[config.mk]
export PLATFORM = sky130hd
export DESIGN_NAME = fb_write_queue
export DESIGN_NICKNAME = d
export VERILOG_FILES = /design/src/rtl/fb_write_queue.sv
export SDC_FILE = /design/constraint.sdc
export NUM_CORES = 1
export LEC_CHECK = 0
export BUFFER_PORTS_ARGS = -buffer_cell sky130_fd_sc_hd__buf_2
export CORE_ASPECT_RATIO = 1.1
export CORE_MARGIN = 10
export CORE_UTILIZATION = 25
export CTS_BUF_LIST = sky130_fd_sc_hd__clkbuf_8
export CTS_CLUSTER_SIZE = 16
export DETAILED_ROUTE_END_ITERATION = 10
export GPL_TIMING_DRIVEN = 0
export SYNTH_ARGS = -nofsm -noshare
export SYNTH_HDL_FRONTEND = slang
export SYNTH_SLANG_ARGS = --single-unit
[constraint.sdc]
create_clock -name clk -period 2.9 [get_ports clk]
set_input_delay 0.145 -clock clk [delete_from_list [all_inputs] [get_ports clk]]
set_output_delay 0.145 -clock clk [all_outputs]
set_load 0.01 [all_outputs]
[src/rtl/fb_write_queue.sv]
// Framebuffer write queue: buffers voxel-engine writes and drains them to the RAM port only while display_on is low.
// Optional in-place coalescing of back-to-back writes to the same address when FB_WRITE_COALESCE_EN is defined.
module fb_write_queue #(
  parameter int unsigned ADDR_W     = 12,
  parameter int unsigned DATA_W     = 8,
  parameter int unsigned DEPTH_LOG2 = 4
) (
  input  logic                  clk,
  input  logic                  reset_n,
  input  logic                  wr_en,
  input  logic [ADDR_W-1:0]     wr_addr,
  input  logic [DATA_W-1:0]     wr_data,
  input  logic                  display_on,
  input  logic                  clear,
  input  logic                  clr_ovf,
  output logic                  ram_we,
  output logic [ADDR_W-1:0]     ram_addr,
  output logic [DATA_W-1:0]     ram_d,
  output logic                  full,
  output logic                  empty,
  output logic [DEPTH_LOG2:0]   level,
  output logic                  overflow
);

  localparam int unsigned         DEPTH    = 1 << DEPTH_LOG2;
  localparam logic [DEPTH_LOG2:0] CNT_FULL = (DEPTH_LOG2+1)'(DEPTH);
  localparam logic [DEPTH_LOG2:0] CNT_ONE  = (DEPTH_LOG2+1)'(1);
  localparam logic [DEPTH_LOG2-1:0] PTR_ONE = DEPTH_LOG2'(1);

  typedef enum logic {IDLE, DRAIN} state_t;

  state_t                  state, state_next;
  logic [ADDR_W-1:0]       mem_addr [DEPTH];
  logic [DATA_W-1:0]       mem_data [DEPTH];
  logic [DEPTH_LOG2-1:0]   wptr, rptr;
  logic [DEPTH_LOG2:0]     count, count_next;
  logic                    is_full, is_empty;
  logic                    pop, push, drop, coalesce;

  assign is_full  = (count == CNT_FULL);
  assign is_empty = (count == '0);
  assign full     = is_full;
  assign empty    = is_empty;
  assign level    = count;

`ifdef FB_WRITE_COALESCE_EN
  logic [DEPTH_LOG2-1:0] last_ptr;
  assign last_ptr = wptr - PTR_ONE;
  // A match on the entry leaving this cycle falls back to an ordinary push.
  assign coalesce = wr_en && !is_empty && (mem_addr[last_ptr] == wr_addr) &&
                    !(pop && (rptr == last_ptr));
`else
  assign coalesce = 1'b0;
`endif

  assign push = wr_en && !is_full && !coalesce && !clear;
  assign drop = wr_en && is_full && !coalesce;

  always_comb begin
    count_next = count;
    if (clear) begin
      count_next = '0;
    end else begin
      unique case ({push, pop})
        2'b10:   count_next = count + CNT_ONE;
        2'b01:   count_next = count - CNT_ONE;
        default: count_next = count;
      endcase
    end
  end

  always_ff @(posedge clk or negedge reset_n) begin
    if (!reset_n) state <= IDLE;
    else          state <= state_next;
  end

  always_comb begin
    state_next = state;
    if (clear) begin
      state_next = IDLE;
    end else begin
      unique case (state)
        IDLE:  if (!display_on && !is_empty) state_next = DRAIN;
        DRAIN: if (display_on || count_next == '0) state_next = IDLE;
        default: state_next = IDLE;
      endcase
    end
  end

  always_comb begin
    pop = (state == DRAIN) && !is_empty && !display_on && !clear;
  end

  always_ff @(posedge clk or negedge reset_n) begin
    if (!reset_n) begin
      count    <= '0;
      wptr     <= '0;
      rptr     <= '0;
      ram_we   <= 1'b0;
      ram_addr <= '0;
      ram_d    <= '0;
      overflow <= 1'b0;
    end else begin
      count  <= count_next;
      ram_we <= pop;
      if (clear) begin
        wptr <= '0;
        rptr <= '0;
      end else begin
        if (push) wptr <= wptr + PTR_ONE;
        if (pop)  rptr <= rptr + PTR_ONE;
      end
      if (pop) begin
        ram_addr <= mem_addr[rptr];
        ram_d    <= mem_data[rptr];
      end
      if (drop)         overflow <= 1'b1;
      else if (clr_ovf) overflow <= 1'b0;
    end
  end

  always_ff @(posedge clk) begin
    if (push) begin
      mem_addr[wptr] <= wr_addr;
      mem_data[wptr] <= wr_data;
    end
`ifdef FB_WRITE_COALESCE_EN
    else if (coalesce) begin
      mem_data[last_ptr] <= wr_data;
    end
`endif
  end

endmodule

After elaboration in Yosys (flattened, before gate mapping) --
Memories as Yosys holds them, arrays and structs flattened. A register that Yosys moved wholly into a read port is not among the register bits. Index checks and enable logic that the tools add are counted.
Storage, ports and cells: output and inout bits 29, latch bits 0, input port bits 26, word-level logic and storage cells 49, memory bits (writable) 320, flip-flop bits (word level) 16, memories kept 2, memory bits (read-only) 0
Memories:
- mem_addr | words 16, bits a word 12, rd ports 1, clocked after Yosys merged registers in 1, wr ports 1, RTL line 33 | logic [ADDR_W-1:0] mem_addr [DEPTH];
- mem_data | words 16, bits a word 8, rd ports 1, clocked after Yosys merged registers in 1, wr ports 1, RTL line 34 | logic [DATA_W-1:0] mem_data [DEPTH];
Operators by class: reduce and logical (&&, ||, !) cells 19, shift-type cells 0, multiplexer cells 14, bitwise gates (word level) 1, $lt $le $gt $ge 0, div/mod/pow operators 0, $mul 0, $add $sub $neg 4, equal/unequal tests 3
Operator list (number):
- two-way mux 4 bit | 4
- logical NOT 5 bit | 2
- case mux 5 bit (2 select lines) | 1
- adder 4 x 1 -> 4 bit, second input constant | 2
- logical AND 1 bit | 7
- two-way mux 1 bit | 7
- logical NOT 1 bit | 6
- nonzero test 2 bit | 3
- adder 5 x 1 -> 5 bit, second input constant | 1
- == test 5 bit, second input constant | 1
- two-way mux 5 bit | 1
- subtractor 5 x 1 -> 5 bit, second input constant | 1
- == test 2 x 1 -> 1 bit, second input constant | 1
- == test 2 bit, second input constant | 1
- case mux 1 bit (2 select lines) | 1
- logical OR 1 bit | 1
- NOT 1 bit | 1

Depth between registers and ports, before layout --
Gate-level depths: netlist of run 1.
depth after elaboration 13, mapped depth 15, mapped depth without buffers 12

Worst setup path before layout of run 1 --
Ideal clock, no wire load.
path type flip-flop to flip-flop, from register count[0] (netlist: level[0]), to memory mem_addr[3][0], enable pin, path buffers 1, path slack -352 ps, cell stages (with the launch flop) 8, arrival time 2830 ps, path through dfrtp_1 nor4_4 nand2_1 and2_1 clkbuf_1 nor2b_1 nand2_1 nor3_1
Between the ends: cells in the longest elaborated chain, start to end 6
RTL lines:
- start, declared | RTL line 36 | logic [DEPTH_LOG2:0] count, count_next;
- start signal, assigned | RTL line 104 | count <= count_next;
- == test 5 bit | RTL line 40 | assign is_full = (count == CNT_FULL);
- logical NOT 1 bit | RTL line 56 | assign push = wr_en && !is_full && !coalesce && !clear;
- logical AND 1 bit (2 in series) | RTL line 56
- two-way mux 1 bit | RTL line 123 | if (push) begin
- two-way mux 1 bit (implied by the code) | RTL line 124 | mem_addr[wptr] <= wr_addr;
- end, declared | RTL line 33
No other way between the ends.

==> summary.txt, run 1 <==
GRT
  – First-pass GRT wire length: 47,800 µm
  – Gr usage total: around a tenth
  – Vias in the first global route: approximately 7,400
  – Initial antenna violation count: 5
  – Gr ovfl total: 0
  – Largest net degree at the start of global routing: 37

Synth
  – Syn nets: roughly 660
  – Flops & latches, synth: roughly 360
  – Post-synth EDFFs: between 300 and 400
  – Top cells by area, synth: edfxtp_1 69%, mux4_2 16%, dfrtp_1 6.5%, mux2_2 1.6%, nor2_1 0.86%
  – Syn Std Cell Area: between 0.01 and 0.015 mm²
  – Main synth FF type: edfxtp_1
  – Post-synthesis cell type count: 38
  – Yosys warns: 0
  – Post-Syn Area per Cell: ~22 µm²
  – Syn Inst Count: 631
  – Share of the synthesized area in the top cell type: 68.9%
  – FFs w/ async S/R, synth: 10.1%
  – Register area share after synthesis: 75.4%
  – Area leader, netlist: edfxtp_1

Layout
  – Area delta synth->final: 20.1%
  – Area taken by multi-input logic gates: between 0.003 and 0.004 mm²
  – Most common cell after layout, fill and taps aside: edfxtp_1
  – Nets: 818
  – Layout Cells excl Fill: about 1,600
  – Layout cells sized above 1: 38.4%
  – Most frequent cells in the layout: 320 x edfxtp_1, 100 x mux4_2, 63 x buf_2, 60 x clkbuf_8, 36 x dfrtp_1
  – Filler cell count: 5,294
  – Final core utilization: slightly above 30%
  – Register area: 0.0105 mm²

Timing
  – Final setup viols: 0
  – Setup TNS: 0 ps
  – Hold Vio Cnt, Final: 0
  – Worst Tran Pin Value: approximately 1200 ps
  – Part of the cycle the worst path needs: 96.0%
  – Hold WS: 83.2 ps
  – Slew margin rel.: 20.7%
  – Max Slew Vio Count: 0
  – Post-Route Skew: 29.6 ps
  – Period minus WS final: ~2800 ps
  – F_max: between 300 and 400 MHz

Worst setup path
  – WS Path Type: flip-flop to flip-flop
  – Crit Path Max Fanout: 10
  – Critical Path AT: 3270 ps
  – R2R depth: 5
  – Required @ worst endpoint: 3380 ps
  – Reg-to-reg endpoint: ram_d[7]
  – Reg2Reg Setup Slack: about 120 ps
  – Worst setup SP type: flip-flop
  – Worst setup EP type: flip-flop
  – RR Startpoint: rptr[1]

Clock network
  – CTS sink cnt: 356
  – Clk slew on worst S/H paths: 70 ps
  – CTS Buf Count: between 50 and 60
  – H-tree level count: 2
  – CTS tree: yes
  – Clock Path Buffers: 3
  – Worst-Skew Late Latency: about 610 ps
  – CTS root buf: clkbuf_8

Detailed routing
  – Drt wl/cell: around 20 µm
  – DR pass1 iterations: 5
  – 1st-iter DRT viols: 402
  – Drt total wl: approximately 32,000 µm
  – DRC: 0
  – Via density: 4.33
  – DRT antenna net count: 0
  – Vias: 6,790

Die
  – Initial Util: 25.3%
  – CORE AREA: 0.0551 mm²
  – Die area: between 0.06 and 0.07 mm²
  – Die Y-Extent: 268 µm
  – Row count: 90
  – # IOs: 55
  – Die width: 245 µm

Worst hold path
  – WHS Path Cells: 4
  – Worst Hold Class: input port to flip-flop
  – Hold path endpoint: wptr[0]
  – Min-delay src: wr_en

Pwr
  – Max IR drop VDD: 0.388 mV
  – Leak pwr: 5.43 nW
  – Pwr dens: 592 mW/mm²

Placement
  – PortBufs: 54
  – Hpwl dp: 18,800 µm
  – Cells after DPL: 1,429
  – Gpl congestion: ~0.75

Job
  – # Max-Cap Violations: 0

Run status
  – Status: finished clean
==> worst max-delay path, cell delays in order, from the launching register on <==
cell and delay (ps):
dfrtp_1 340, clkbuf_1 420, clkbuf_1 690, mux4_2 430, mux4_2 500, mux2_2 280
==> cells by family after synthesis <==
group / Yosys count / share of synthesized area, %
DFF: 356 / 75.4
muxes: 125 / 18.2
and+or+nand+nor: 72 / 2.68
buffers and inverters: 42 / 1.56
AOI/OAI and AO/OA: 17 / 0.807
xor gates and xnor gates: 12 / 0.754
adders and majority gates: 7 / 0.628
==> stage by stage <==
stage | setup slack, ps | area (µm²) | total power, W
floorplan | -351 | 14000 | 0.00598
global placement | -2350 | 15100 | 0.00617
detailed placement | -294 | 15400 | 0.00619
CTS | 11.2 | 16700 | 0.0100
global route | -52.7 | 16800 | 0.0103
finish | 116 | 16800 | 0.00991
==> cell usage after synthesis, drive strengths merged, types with 3 or more instances <==
master	instances
inv	9
clkbuf	17
xnor2	6
buf	16
xor2	6
ha	7
edfxtp	320
a21oi	6
nand2	14
nor2	32
nor3	8
dfrtp	36
mux2	20
nand2b	3
nor3b	3
o21ai	4
mux4	100
mux2i	5
==> per-layer routing <==
metal	track usage, %	share of wire (%)	vias up
li1	-	-	2939
met1	12.3	42	3616
met2	16.3	50	183
met3	2.07	5.3	48
met4	3.26	1.9	4
met5	0	0.082	-
==> state kept, by name, indices dropped and copies added, names as in the netlist <==
name      count
mem_addr    192
ram_d         8
wptr          4
level         5
rptr          4
mem_data    128
ram_we        1
ram_addr     12
overflow      1
state         1
==> repair_timing <==
item	4_1_cts	5_1_grt
hold buffers	26	0
pin swaps	2	4
buffers inserted	4	7
endpoints found under the setup margin	297	15
resized for setup	7	16
endpoints found under the hold margin	361	0
==> area by class of cell <==
| class | instances | share of cell area, % |
|---|---|---|
| multi-input cells | 233 | 20.1 |
| repair buffers | 99 | 4.36 |
| plain buffers | 32 | 1.11 |
| clock buffers | 58 | 4.76 |
| well taps | 736 | 5.50 |
| clock inverters | 42 | 1.20 |
| diodes | 3 | 0.0448 |
| flip-flops and latches | 356 | 62.7 |
| inverters | 9 | 0.202 |
==> worst max path at each step <==
stage             start        endpoint  slack (ps)
2_1_floorplan  level[0]  mem_addr[0][0]        -350
3_3_place_gp   level[0]  mem_addr[1][7]       -2350
3_5_place_dp   level[1]           state        -290
4_1_cts         rptr[1]    ram_addr[10]          10
5_1_grt        level[1]           state         -50
6_report        rptr[1]        ram_d[7]         120
==> power by group <==
part           leakage, nW  switching [W]  internal (W)  total [W]
Clock                0.551        0.00193       0.00186    0.00379
Combinational         1.50       0.000236      0.000183   0.000419
Sequential            3.38      0.0000353       0.00567    0.00570
Power figures use the tool's default switching activity.
==> inputs of run 2 (changes only) <==
Settings changed: CELL_PAD_IN_SITES_DETAIL_PLACEMENT set to 1, CELL_PAD_IN_SITES_GLOBAL_PLACEMENT set to 2, PLACE_DENSITY_LB_ADDON set to 0.1, SETUP_SLACK_MARGIN set to 0.3.
==> run 2 against run 1 <==
Effect of this change:
- register-to-register slack better by 70 ps
- clock-buffer cell count is 16 higher
- die area did not move
- critical path depth is 10 higher
- clock skew shrank 6.6 ps
- critical path type unchanged
- critical endpoint is now state
==> summary.txt, run 2 (synthesis gave the netlist of run 1 again) <==
Worst setup path
  – R2R depth: 15 (+10)
  – Reg-to-reg endpoint: state
  – Worst setup EP type: flip-flop
  – Crit Path Max Fanout: 6 (-4)
  – Worst setup SP type: flip-flop
  – CP Launch Point: level[3]
  – RR Startpoint: level[3]
  – Critical Path AT: 3220 ps (-50 ps)
  – WS Path Type: flip-flop to flip-flop
  – Reg2Reg Setup Slack: 180 ps (+70 ps)
  – Worst setup path endpoint: state
  – Required @ worst endpoint: 3410 ps (+30 ps)

Run status
  – Status: finished clean

GRT
  – Vias in the first global route: 7,936 (+7.8%)
  – Gr ovfl total: 0 (unchanged)
  – Gr usage total: 12.3% (+2.6 points)
  – Initial antenna violation count: 1 (-4)
  – Largest net degree at the start of global routing: 37 (unchanged)
  – First-pass GRT wire length: 57,000 µm (+19%)

Pwr
  – Leak pwr: 5.93 nW (+9.2%)
  – Max IR drop VDD: 0.268 mV (-31%)
  – Pwr dens: 616 mW/mm² (+4.1%)

Layout
  – Filler cell count: 5,456 (+3.1%)
  – Max reg flops: 192 (unchanged)
  – Most frequent cells in the layout: 320 x edfxtp_1, 100 x mux4_2, 76 x clkbuf_8, 55 x buf_2, 36 x dfrtp_1
  – Area delta synth->final: 27.3%
  – Layout cells sized above 1: 42.6% (+4.2 points)
  – Nets: 855 (+4.5%)
  – Most common cell after layout, fill and taps aside: edfxtp_1
  – Largest register by flop count: mem_addr
  – Final core utilization: 32.2% (+1.8 points)
  – Largest regs: mem_addr (192), mem_data (128), ram_addr (12)

Worst hold path
  – Worst Hold Class: input port to async pin

Die
  – Die area: 0.0656 mm² (unchanged)
  – Die width: 245 µm (unchanged)
  – # IOs: 55 (unchanged)
  – Row count: 90 (unchanged)
  – Initial Util: 25.3% (unchanged)
  – Die Y-Extent: 268 µm (unchanged)
  – CORE AREA: 0.0551 mm² (unchanged)

Detailed routing
  – Via density: 4.33 (+0.10%)
  – 1st-iter DRT viols: 393 (-2.2%)
  – DR pass1 iterations: 4 (-1)
  – Vias: 6,992 (+3.0%)
  – Drt wl/cell: 24.6 µm (+22%)
  – DRC: 0 (unchanged)
  – Drt total wl: 39,700 µm (+25%)
  – DRT antenna net count: 0 (unchanged)

Clock network
  – CTS Buf Count: 67 (+24%)
  – CTS sink cnt: 356 (unchanged)
  – Clk slew on worst S/H paths: 60 ps (about the same)
  – Clock Path Buffers: 3 (unchanged)
  – CTS root buf: clkbuf_8
  – CTS tree: yes
  – H-tree level count: 3 (+1)
  – Worst-Skew Late Latency: 620 ps (about the same)

Timing
  – Part of the cycle the worst path needs: 93.7% (-2.3 points)
  – Period minus WS final: 2720 ps (-67.6 ps)
  – F_max: 368 MHz (+2.5%)
  – Final setup viols: 0 (unchanged)
  – Max Slew Vio Count: 0 (unchanged)
  – Worst Tran Pin Value: 1150 ps (-39.0 ps)
  – Post-Route Skew: 22.9 ps (-6.63 ps)
  – Hold Vio Cnt, Final: 0 (unchanged)
  – Slew margin rel.: 23.3% (+2.6 points)
  – Hold WS: 122 ps (+39.1 ps)
  – RSZ-0062 raised after global routing: true

Job
  – # Max-Cap Violations: 0 (unchanged)

Placement
  – Gpl congestion: 0.683 (-9.4%)
  – PortBufs: 54 (unchanged)
  – Hpwl dp: 24,600 µm (+31%)
==> run 2: layer usage <==
layer / vias to the layer above / track usage [%] / routed length (µm)
met3: 59 / 2.72 / 2070
met1: 3761 / 14.1 / 15500
li1: 3008 / - / -
met4: 0 / 4.21 / 733
met2: 164 / 22.3 / 21300
met5: - / 0 / 0
==> run 2: stage by stage <==
step | cell area [µm²] | setup slack, ps | std cells | power [W] | TNS (ps)
after global placement | 15200 | -1420 | 1421 | 0.00618 | -411620
after CTS | 17600 | 168 | 1609 | 0.0112 | 0
final | 17800 | 183 | 1613 | 0.0109 | 0
after floorplan | 14000 | 127 | 631 | 0.00598 | 0
after detailed placement | 15800 | -181 | 1441 | 0.00622 | -4240
after global routing | 17800 | 1.69 | 1613 | 0.0115 | 0
==> run 2: where the power goes <==
| group | switching (W) | internal, W | leakage [nW] |
|---|---|---|---|
| Sequential | 0.0000374 | 0.00567 | 3.38 |
| Combinational | 0.000250 | 0.000209 | 1.81 |
| Clock | 0.00221 | 0.00256 | 0.739 |
==> run 2: worst max-delay path: stages (launching register included) <==
cell and delay [ps]:
dfrtp_1 390, clkbuf_8 150, nor4_4 300, nand2_1 120, and2_4 180, buf_8 110, nor2b_4 120, inv_2 60
ha_4 190, clkbuf_16 160, inv_8 60, o311a_2 160, mux2i_1 70, xor2_1 190, nand3_1 100, o31a_1 240
==> run 2: layout make-up <==
type                            count  area (µm²)  area share [%]
Buffer                             33         278            1.56
Timing Repair Buffer              122        1250            7.06
Multi-Input combinational cell    233        3440            19.4
Inverter                            9        41.3           0.233
Clock buffer                       74        1020            5.74
Tap cell                          736         921            5.19
Clock inverter                     49         290            1.64
Sequential cell                   356       10500            59.2
Antenna cell                        1        2.50          0.0141
==> run 2: worst min path at each step <==
stage            start  endpoint  slack, ps  depth (start not counted)
2_1_floorplan  reset_n  level[0]       -150                          0
3_3_place_gp     wr_en  overflow        440                          2
3_5_place_dp     wr_en  overflow        450                          2
4_1_cts        clr_ovf  overflow        300                          4
5_1_grt        reset_n  ram_d[1]        170                          2
6_report       reset_n    ram_we        120                          2
==> run 2: timing repair <==
item / CTS / global route
hold endpoints to repair: 362 / 0
buffers inserted: 19 / 2
endpoints found under the setup margin: 243 / 176
pin swaps: 13 / 3
gates resized for setup: 37 / 21
hold buffers: 26 / 0
